<file path="src/rtl/bht_pkg.sv">
// Shared definitions for the branch history table predictor.
package bht_pkg;

  localparam int DEF_ENTRIES   = 64;
  localparam int DEF_CTR_BITS  = 2;
  localparam int DEF_HIST_BITS = 6;

  // Index scheme: plain PC bits, or PC bits XORed with global history.
  typedef enum logic {
    MODE_BIMODAL = 1'b0,
    MODE_GSHARE  = 1'b1
  } bht_mode_e;

  // Ceiling log2, usable in constant expressions (clog2(1) = 0).
  function automatic int clog2(input int value);
    int r;
    r = 0;
    while ((1 << r) < value) r++;
    return r;
  endfunction

endpackage

</file>
<file path="src/rtl/sat_counter.sv">
// Saturating up/down next-value logic for one table counter.
module sat_counter #(
  parameter int WIDTH = 2
) (
  input  logic [WIDTH-1:0] val_i,
  input  logic             inc_i,
  input  logic             dec_i,
  output logic [WIDTH-1:0] val_o
);

  // Step toward the outcome, holding at all-ones or zero.
  always_comb begin
    val_o = val_i;
    if (inc_i && (val_i != {WIDTH{1'b1}})) begin
      val_o = val_i + 1'b1;
    end else if (dec_i && (val_i != '0)) begin
      val_o = val_i - 1'b1;
    end
  end

endmodule

</file>
<file path="src/rtl/bht_predictor.sv">
// Per-PC table of saturating counters with optional gshare indexing.
// Prediction is combinational from the ID PC; the EXE stage returns the
// index it was given so updates need no re-hashing or flush recovery.
module bht_predictor
  import bht_pkg::*;
#(
  parameter int ENTRIES   = DEF_ENTRIES,
  parameter int CTR_BITS  = DEF_CTR_BITS,
  parameter int INIT      = 2 ** (CTR_BITS - 1),
  parameter int GSHARE    = 0,
  parameter int HIST_BITS = DEF_HIST_BITS,
  localparam int IDX_BITS = clog2(ENTRIES)
) (
  input  logic                 clk_i,
  input  logic                 rst_i,
  input  logic [31:0]          pc_i,
  output logic                 predict_o,
  output logic [IDX_BITS-1:0]  predict_idx_o,
  input  logic                 update_i,
  input  logic [IDX_BITS-1:0]  update_idx_i,
  input  logic                 update_taken_i,
  input  logic                 update_pred_i,
  output logic [HIST_BITS-1:0] ghr_o,
  output logic [31:0]          branch_cnt_o,
  output logic [31:0]          miss_cnt_o
);

  localparam bht_mode_e MODE = (GSHARE != 0) ? MODE_GSHARE : MODE_BIMODAL;

  logic [CTR_BITS-1:0]  ctr_q [ENTRIES];
  logic [CTR_BITS-1:0]  ctr_cur;
  logic [CTR_BITS-1:0]  ctr_d;
  logic [HIST_BITS-1:0] ghr_q;
  logic [HIST_BITS-1:0] ghr_d;
  logic [31:0]          branch_cnt_q;
  logic [31:0]          miss_cnt_q;
  logic [IDX_BITS-1:0]  pc_idx;
  logic [IDX_BITS-1:0]  hist_idx;
  logic [IDX_BITS-1:0]  pred_idx;
  logic                 unused_pc;

  // Only the word-aligned index bits of the PC select an entry.
  assign unused_pc = ^{pc_i[31:IDX_BITS+2], pc_i[1:0]};

  // Table index from the ID PC, folding in history in gshare mode.
  always_comb begin
    pc_idx   = pc_i[IDX_BITS+1:2];
    hist_idx = '0;
    if (MODE == MODE_GSHARE) begin
      hist_idx = IDX_BITS'(ghr_q);
    end
    pred_idx = pc_idx ^ hist_idx;
  end

  assign predict_idx_o = pred_idx;
  assign predict_o     = ctr_q[pred_idx][CTR_BITS-1];
  assign ghr_o         = (MODE == MODE_GSHARE) ? ghr_q : '0;
  assign branch_cnt_o  = branch_cnt_q;
  assign miss_cnt_o    = miss_cnt_q;

  assign ctr_cur = ctr_q[update_idx_i];

  sat_counter #(
    .WIDTH (CTR_BITS)
  ) u_sat (
    .val_i (ctr_cur),
    .inc_i (update_taken_i),
    .dec_i (~update_taken_i),
    .val_o (ctr_d)
  );

  // Shift the resolved outcome into the history; a 1-bit history is just it.
  if (HIST_BITS == 1) begin : g_ghr_one
    assign ghr_d = update_taken_i;
  end else begin : g_ghr_shift
    assign ghr_d = {ghr_q[HIST_BITS-2:0], update_taken_i};
  end

  // Counter table write; reset wins over a simultaneous update.
  always_ff @(posedge clk_i) begin
    if (rst_i) begin
      for (int i = 0; i < ENTRIES; i++) begin
        ctr_q[i] <= CTR_BITS'(INIT);
      end
    end else if (update_i) begin
      ctr_q[update_idx_i] <= ctr_d;
    end
  end

  // Non-speculative history and resolution statistics.
  always_ff @(posedge clk_i) begin
    if (rst_i) begin
      ghr_q        <= '0;
      branch_cnt_q <= '0;
      miss_cnt_q   <= '0;
    end else if (update_i) begin
      if (MODE == MODE_GSHARE) begin
        ghr_q <= ghr_d;
      end
      branch_cnt_q <= branch_cnt_q + 32'd1;
      if (update_pred_i != update_taken_i) begin
        miss_cnt_q <= miss_cnt_q + 32'd1;
      end
    end
  end

endmodule

</file>
<file path="config.mk">
export PLATFORM = sky130hd
export DESIGN_NAME = bht_predictor
export DESIGN_NICKNAME = d
export VERILOG_FILES = /design/src/rtl/bht_pkg.sv /design/src/rtl/sat_counter.sv /design/src/rtl/bht_predictor.sv
export SDC_FILE = /design/constraint.sdc
export NUM_CORES = 1
export LEC_CHECK = 0
export ABC_AREA = 1
export BUFFER_PORTS_ARGS = -buffer_cell sky130_fd_sc_hd__buf_2
export CORE_ASPECT_RATIO = 2
export CORE_MARGIN = 4
export CORE_UTILIZATION = 55
export DETAILED_ROUTE_END_ITERATION = 8
export GPL_TIMING_DRIVEN = 0
export PLACE_DENSITY = 0.85
export SYNTH_ARGS = -nofsm -noshare
export SYNTH_HDL_FRONTEND = slang
export SYNTH_SLANG_ARGS = --single-unit
</file>
<file path="constraint.sdc">
create_clock -name clk_i -period 5.4 [get_ports clk_i]
set_input_delay 0.27 -clock clk_i [delete_from_list [all_inputs] [get_ports clk_i]]
set_output_delay 0.27 -clock clk_i [all_outputs]
set_load 0.01 [all_outputs]
</file>
## Yosys cells after proc, flatten, opt, wreduce, memory -nomap -nowiden

Memory sizes are Yosys's and may differ from the RTL's.
Cells that the tools add are included.

- Eq/ne operators: 2
- Add/subtract/negate cells: 4
- Bitwise gates (word level): 1
- Multiplexer cells: 10
- Reduce and logical (&&, ||, !) cells: 5

Operators by type and width:

| cell | count |
|---|---|
| $add A32 B1 Y32 const B | 2 |
| $mux W1 | 6 |
| $mux W2 | 3 |
| $mux W6 | 1 |
| $add A2 B1 Y2 const B | 1 |
| $logic_and A1 B1 Y1 | 2 |
| $ne A2 B2 Y1 const B | 1 |
| $reduce_and A2 Y1 | 1 |
| $reduce_bool A2 Y1 | 1 |
| $reduce_or A2 Y1 | 1 |
| $sub A2 B1 Y2 const B | 1 |
| $ne A1 B1 Y1 | 1 |
| $not A1 Y1 | 1 |

- Memories: 1
- Word-level logic and storage cells: 25
- Register bits after elaboration: 64
- Output and inout port bits: 77
- RAM bits: 128

Memory list:

| name | depth | bits a word | rd ports | clocked after Yosys merged registers in | write ports | RTL line | text |
|---|---|---|---|---|---|---|---|
| ctr_q | 64 | 2 | 2 | 0 | 64 | bht_predictor.sv:30 | `logic [CTR_BITS-1:0] ctr_q [ENTRIES];` |

## Depth between registers and ports, before layout

Gate-level depths: netlist of run 1.
An unclocked memory read counts as a cell.

- Depth after elaboration: 6
- Depth in mapped cells: 21

## Modules after synthesis

Synthesis of run 1 repeated with hierarchy kept, for this count alone.

- Cell total of the unflattened synthesis: 1,575
- Area total of the unflattened synthesis: 11,048.1 um2

Modules (own cells, without submodules):

| module | times used | cells an instance | area an instance (um2) | sequential area each (um2) |
|---|---|---|---|---|
| bht_predictor | 1 | 1,557 | 10,953.0 | 5,124.9 |
| sat_counter | 1 | 18 | 95.1 | 0.0 |

## Worst setup path after synthesis of run 1

No wires, ideal clock.

- Kind: input port to flip-flop
- Start point: in update_idx_i[2]
- End point: mem ctr_q[0][0] (netlist bit) (data pin)
- Data required time: 5,148 ps
- Cell stages on the path: 18
- Path slack: 3,109 ps
- Arrival: 2,040 ps
- Buffers on the path: 3
- Cells stage by stage: clkbuf_2 -> inv_1 -> clkbuf_1 -> nand2_1 -> nand2_1 -> nand2_1 -> nand2_1 -> nor2_1 -> nand2_2 -> inv_1 -> ha_1 -> nor2_1 -> nor2_1 -> inv_1 -> nand2_1 -> nand2_4 -> buf_6 -> nor2_2

RTL lines:

| element | RTL line | text |
|---|---|---|
| start: declaration | bht_predictor.sv:20 | `input logic [IDX_BITS-1:0] update_idx_i,` |
| end: declaration | bht_predictor.sv:30 |  |

==> out/qor.csv, run 1 <==
stage;metric;value;unit
setup_path;startpoint types;input pin;
route;DRT Pass-1 Iters;7;
power;Clk pwr share;39.5;%
floorplan;number of I/O pins;120;
synth;Post-synth top cells;563 x nand2_1, 194 x inv_1, 180 x nor2_1;
synth;Cells after Synth;1574;
route;via/cell ratio;5.58;
route;WL final;36500;microns
route;WL per Instance;18.7;microns
synth;Yosys warning total;0;
route;1st-iter DRT viols;813;
power;net switching power;0.000944;W
timing;Setup Viol. Count Final;0;
worst_hold_path;min-delay worst type;input pin to flip-flop;
clock_tree;CTS tree;yes;
clock_tree;root buf cell;clkbuf_16;
power;PD cells;269;nW/um^2
synth;post-synth top area share;34.1;%
synth;#FFs+latches synth;192;
clock_tree;# resized after CTS;0;
clock_tree;clock sinks;192;
cells_and_area;ANT cells;0;
timing;period utilization;51.1;%
cells_and_area;P&R area growth vs syn;12.2;%
power;LEAKAGE;5.20;nW
cells_and_area;Post-layout nets;1727;
route;DR vias;10900;
synth;Synth area leaders;edfxtp_1 34%, nand2_1 19%, dfxtp_1 11%, inv_1 6.5%, nor2_1 6.0%;
synth;Syn Std Cell Area;11300;sq um
timing;final worst setup slack;2.64;ns
floorplan;full die area;23000;sq um
global_routing;gr ovfl total;0;
floorplan;cell row count;73;
route;Post-route DRC;0;
synth;dominant cell type by area after synthesis;edfxtp_1;
floorplan;Die H;211;microns
clock_tree;CTS Buf Count;17;
floorplan;core area;20000;sq um
timing;Slew Viols, Final;0;
clock_tree;CTS clock-pin slew for the worst setup and hold paths;0.07;ns
timing;Worst Skew;0.00866;ns
cells_and_area;Final Cell Area;12700;sq um
power;Flop pwr share;46.8;%
cells_and_area;layout cells sized above 1;13.4;%
setup_path;WS Path Type;input pin to flip-flop;
clock_tree;Post-CTS Setup Bufs;0;
floorplan;chip width;109;microns
placed_design;Buffers on Ports;82;
power;Peak supply drop;0.233;mV
synth;Post-synth EDFFs;128;
setup_path;required time of the critical path;5.60;ns
setup_path;CP arrival;2.96;ns
floorplan;Initial Util;56.4;%
route;ANT nets after route;0;
clock_tree;Clock Path Buffers;2;
power;combinational power share;13.8;%
global_routing;GRT Total Usage;32.8;%
status;outcome;finished, final reports clean;
synth;Distinct cells, synth;42;
timing;Final Hold Vio Count;0;
setup_path;worst reg2reg path startpoint;ctr_q[31][1];
synth;Most used DFF post-synth;edfxtp_1;
timing;Worst Tran Pin Value;0.883;ns
placed_design;hpwl dp;27700;microns
timing;fmax;363;MHz
synth;top-count cell post-synth;nand2_1;
placed_design;pre-CTS WS;2.25;ns
timing;setup TNS;0;ns
worst_hold_path;hold wc startpoint;update_i;
placed_design;routability cong.;1.02;
timing;relative slew slack;41.1;%
power;switching share of total power;27.7;%
synth;syn avg cell area;7.17;sq um
setup_path;CP Capture Type;flip-flop;
clock_tree;# hold bufs at CTS;0;
synth;Seq/Total Area, Yosys;45.4;%
synth;fraction of registers with async set/reset;0;%
timing;RSZ-0062 raised after global routing;no;
global_routing;antenna violations before repair;1;
setup_path;crit path max fanout;10;
timing;post-layout min period;2.76;ns
global_routing;vias in the first global route;11000;
clock_tree;htree depth;4;
placed_design;dpl cell area;12000;sq um
global_routing;largest net degree at the start of global routing;19;
power;Pint;0.00247;W
clock_tree;Clk Latency, worst-skew pair;0.45;ns
global_routing;first-pass GRT wire length;56300;microns
setup_path;Critical Path Source;update_idx_i[1];
flow_run;max cap viols;0;
## through the flow
step           instances  hold slack, ns  total power [W]  utilization, %
6_report            1955           0.298          0.00341            63.3
3_5_place_dp        1923           0.461          0.00209            60.2
3_3_place_gp        1923           0.448          0.00208            60.2
2_1_floorplan       1579           0.483          0.00194               -
4_1_cts             1955           0.281          0.00341            63.3
5_1_grt             1955           0.330          0.00350            63.3
## placed cells by master, fill, tap and decap left out, types with 3 or more instances in the layout
cell,instances
buf_2,91
clkbuf_16,17
nor2_1,180
nand2_1,563
nor3_1,46
xor2_1,10
nor2_2,62
inv_1,194
nand3_1,45
nand4_1,18
nor4_1,4
buf_1,3
conb_1,6
o22ai_1,5
bufinv_16,3
o21ai_1,5
dfxtp_1,64
buf_4,13
a31oi_1,4
a21oi_1,52
clkbuf_1,32
inv_6,5
nand3b_1,3
edfxtp_1,128
o21ai_0,68
ha_1,4
xnor2_1,5
o211ai_1,12
buf_6,20
nor3b_1,4
## worst paths after layout
path / end / slack, ns / cells after the start
setup reg to reg: ctr_q[17][0] / 2.69 / 15
setup / recovery: ctr_q[15][1] / 2.64 / 19
hold reg to reg: branch_cnt_o[31] / 0.47 / 2
hold / removal: miss_cnt_o[3] / 0.30 / 5
## flip-flops by register name, summed over array words and instances, names as in the netlist
register,flops
miss_cnt_o,32
ctr_q,128
branch_cnt_o,32
## cell families after synthesis
| group | Yosys count | share of synthesized area (%) |
|---|---|---|
| compound gates | 153 | 7.38 |
| other cells | 1 | 0.0332 |
| xor+xnor | 15 | 1.16 |
| flops | 192 | 45.4 |
| buf+inv | 273 | 11.0 |
| simple gates | 936 | 34.6 |
| fa+ha+maj | 4 | 0.444 |
## critical path, stage by stage
cell and delay (ns):
buf_4 0.18, clkbuf_1 0.63, nand2_1 0.15, nand2_1 0.12, nand2_1 0.06, nand2_1 0.09
nand2_1 0.05, nand2_1 0.10, nor2_1 0.09, nand2_2 0.10, inv_1 0.04, ha_1 0.18
nor2_1 0.18, inv_1 0.06, nand2_1 0.07, nand2_1 0.08, nand2_4 0.22, buf_6 0.21
nand2_1 0.07
## layer usage
| layer | vias up | GRT usage, % | part of all wire, % |
|---|---|---|---|
| met3 | 233 | 6.71 | 7.6 |
| li1 | 5176 | - | - |
| met1 | 4936 | 30.1 | 30 |
| met2 | 573 | 59.7 | 52 |
| met4 | 0 | 27.0 | 9.9 |
| met5 | - | 0 | 0 |
## power groups by stage
stage	combinational [W]	clock [W]	sequential (W)
3_5_place_dp	0.000457	0	0.00163
6_report	0.000470	0.00135	0.00160
4_1_cts	0.000459	0.00135	0.00159
3_3_place_gp	0.000451	0	0.00163
2_1_floorplan	0.000310	0	0.00163
5_1_grt	0.000501	0.00140	0.00160
## layout make-up
type	count	area, sq um
plain buffers	77	500
clock buffers	19	443
clock inverters	13	174
fillers	1746	7350
inverters	196	736
multi-input cells	1114	4940
flip-flops and latches	192	5120
well taps	262	328
repair buffers	82	410
No activity file was read; power rests on OpenSTA's default activity.
==> run 2: changes to the inputs <==
- ABC_AREA: 1 -> 0
- CORE_UTILIZATION: 55 -> 54
- PLACE_DENSITY: 0.85 -> 0.87
- clock period: 5.4 -> 2.3 ns (I/O delays scaled with it)
==> run 2 against run 1 <==
The flow now finishes with violations (negative setup slack). Count of clock-buffer cells in the layout is 6 higher. Sequential power rose by 140%. Wire length hardly changed. Total power up 150%. Non-clock buffer count up 55. First-iteration DRC count rose by 12%. Sequential share of layout area down 1.2 points. Core utilization increased by 2.5 points. Largest cell class is now multi-input gates.
==> out/qor.csv, run 2 <==
stage;metric;value;unit
floorplan;number of I/O pins;120;
cells_and_area;Largest Register;ctr_q;
cells_and_area;layout cells sized above 1;30.8;%
floorplan;chip width;108;microns
timing;final worst setup slack;-0.749;ns
setup_path;most frequent CP cell;mux2_4;
setup_path;Bufs and invs on worst path;3;
synth;Seq/Total Area, Yosys;47.1;%
route;via/cell ratio;6.50;
synth;#FFs+latches synth;192;
floorplan;Initial Util;54.9;%
global_routing;antenna violations before repair;1;
setup_path;Slowest-stage cell, CP;edfxtp_1;
synth;post-synth top area share;35.3;%
route;WL per Instance;25.9;microns
cells_and_area;most common cell after layout, fill and taps aside;edfxtp_1;
synth;top-count cell post-synth;edfxtp_1;
clock_tree;Clock Path Buffers;2;
setup_path;required time of the critical path;2.50;ns
cells_and_area;Largest register FFs;128;
timing;Slew Viols, Final;0;
cells_and_area;fill count;1471;
status;outcome;finished, violations left;
synth;Distinct cells, synth;66;
clock_tree;CTS Buf Count;17;
route;DRT Pass-1 Iters;6;
global_routing;largest net degree at the start of global routing;17;
synth;Post-synth EDFFs;128;
setup_path;startpoint types;flip-flop;
route;Post-route DRC;0;
setup_path;Critical Path Max Stage Delay;0.37;ns
clock_tree;htree depth;4;
power;total power;0.00843;W
placed_design;pre-CTS WS;-1.56;ns
synth;Cells after Synth;995;
timing;period utilization;133;%
timing;RSZ-0062 raised after global routing;yes;
route;ANT nets after route;0;
timing;fmax;328;MHz
timing;Final Hold Vio Count;0;
flow_run;max cap viols;0;
cells_and_area;Post-layout nets;1180;
power;Peak supply drop;0.594;mV
placed_design;hpwl dp;25600;microns
timing;Setup Viol. Count Final;131;
floorplan;cell row count;73;
route;WL final;36500;microns
setup_path;CP Cell Sequence;mux2_4, a32oi_1, o211ai_1, a22oi_2, and3_4, inv_2, ha_4, mux2_4, a31oi_4, buf_12, clkbuf_16, nor3_2;
placed_design;routability cong.;1.06;
placed_design;dpl cell area;11800;sq um
global_routing;vias in the first global route;9258;
synth;Synth area leaders;edfxtp_1 35%, dfxtp_1 12%, nor3_2 5.6%, mux4_2 5.4%, nand4_1 4.5%;
setup_path;top cell family by delay on the critical path;compound AO/OA/AOI/OAI gates;
status;failing checks;negative setup slack;
cells_and_area;fin util;65.7;%
synth;Yosys warning total;0;
clock_tree;clock sinks;192;
setup_path;crit path max fanout;7;
synth;syn avg cell area;10.9;sq um
timing;Worst Skew;0.00879;ns
floorplan;core area;19800;sq um
cells_and_area;most frequent cells in the layout;128 x edfxtp_1, 93 x buf_2, 90 x nand2_1;
worst_hold_path;min-delay worst type;input pin to flip-flop;
cells_and_area;Final Cell Area;13000;sq um
synth;fraction of registers with async set/reset;0;%
synth;dominant cell type by area after synthesis;edfxtp_1;
global_routing;first-pass GRT wire length;54200;microns
route;1st-iter DRT viols;913;
clock_tree;root buf cell;clkbuf_16;
clock_tree;CTS tree;yes;
placed_design;Buffers on Ports;82;
route;DR vias;9159;
power;LEAKAGE;4.58;nW
setup_path;CP arrival;3.24;ns
timing;Worst Tran Pin Value;1.24;ns
cells_and_area;P&R area growth vs syn;19.7;%
synth;Post-synth top cells;128 x edfxtp_1, 91 x nand2_1, 79 x nand4_1;
clock_tree;CTS clock-pin slew for the worst setup and hold paths;0.07;ns
timing;post-layout min period;3.05;ns
global_routing;gr ovfl total;0;
clock_tree;Clk Latency, worst-skew pair;0.44;ns
setup_path;CP Capture Type;flip-flop;
timing;setup TNS;-89.12;ns
synth;Most used DFF post-synth;edfxtp_1;
power;PD cells;647;nW/um^2
global_routing;GRT Total Usage;32.9;%
floorplan;Die H;209;microns
synth;Syn Std Cell Area;10900;sq um
setup_path;WS Path Type;flip-flop to flip-flop;
floorplan;full die area;22600;sq um
timing;relative slew slack;16.6;%
run 2: worst paths after layout:
| check | start | endpoint | slack, ns | depth (start not counted) |
|---|---|---|---|---|
| worst max-delay path | ctr_q[27][0] | ctr_q[52][0] | -0.75 | 12 |
| worst min-delay path | update_pred_i | miss_cnt_o[1] | 0.05 | 4 |
| worst max register to register | ctr_q[27][0] | ctr_q[52][0] | -0.75 | 12 |
| worst min register to register | miss_cnt_o[1] | miss_cnt_o[1] | 0.50 | 2 |
run 2: kinds of logic after synthesis:
logic type               Yosys count  share of synthesized area, %
XOR/XNOR                          51                          4.11
AO/OA/AOI/OAI                     86                          5.91
buffers and inverters            116                          6.99
multiplexers                      66                          9.37
flip-flops                       192                          47.1
other                              1                        0.0345
AND/OR/NAND/NOR                  479                          26.0
adder cells (fa/ha/maj)            4                         0.460
run 2: worst min-delay path: cells and delay by family:
kind | cells | cell delay [ns]
xor+xnor | 1 | 0.11
buf+inv | 1 | 0.08
compound gates | 1 | 0.05
simple gates | 1 | 0.09
run 2: per-stage QoR:
step,instances,hold slack [ns]
floorplan,1000,0.307
global placement,1344,0.415
detailed placement,1344,0.415
CTS,1392,0.0342
global route,1409,0.0805
finish,1409,0.0525
run 2: layout make-up:
| class | count | area (sq um) | share of cell area, % |
|---|---|---|---|
| multi-input cells | 692 | 5300 | 40.7 |
| flip-flops and latches | 192 | 5120 | 39.3 |
| plain buffers | 99 | 820 | 6.29 |
| repair buffers | 115 | 797 | 6.12 |
| clock buffers | 25 | 551 | 4.23 |
| well taps | 262 | 328 | 2.52 |
| inverters | 16 | 63.8 | 0.490 |
| clock inverters | 7 | 42.5 | 0.327 |
| diodes | 1 | 2.50 | 0.0192 |
run 2: metal layers:
layer | track usage, % | vias up | share of wire, %
li1 | - | 3929 | -
met1 | 32.1 | 4320 | 29
met2 | 56.6 | 659 | 51
met3 | 8.75 | 251 | 9.5
met4 | 26.7 | 0 | 10
met5 | 0 | - | 0
run 2: power by group:
group / internal (W) / switching [W]
combinational: 0.000685 / 0.00103
clock: 0.00167 / 0.00128
sequential: 0.00373 / 0.0000350
total: 0.00609 / 0.00235
run 2: what timing repair did:
| action | 4_1_cts | 5_1_grt |
|---|---|---|
| hold buffers | 0 | 0 |
| gates resized for setup | 51 | 37 |
| endpoints found under the setup margin | 174 | 182 |
| pin swaps | 5 | 22 |
| setup buffers | 12 | 12 |
| cloned | 5 | 4 |
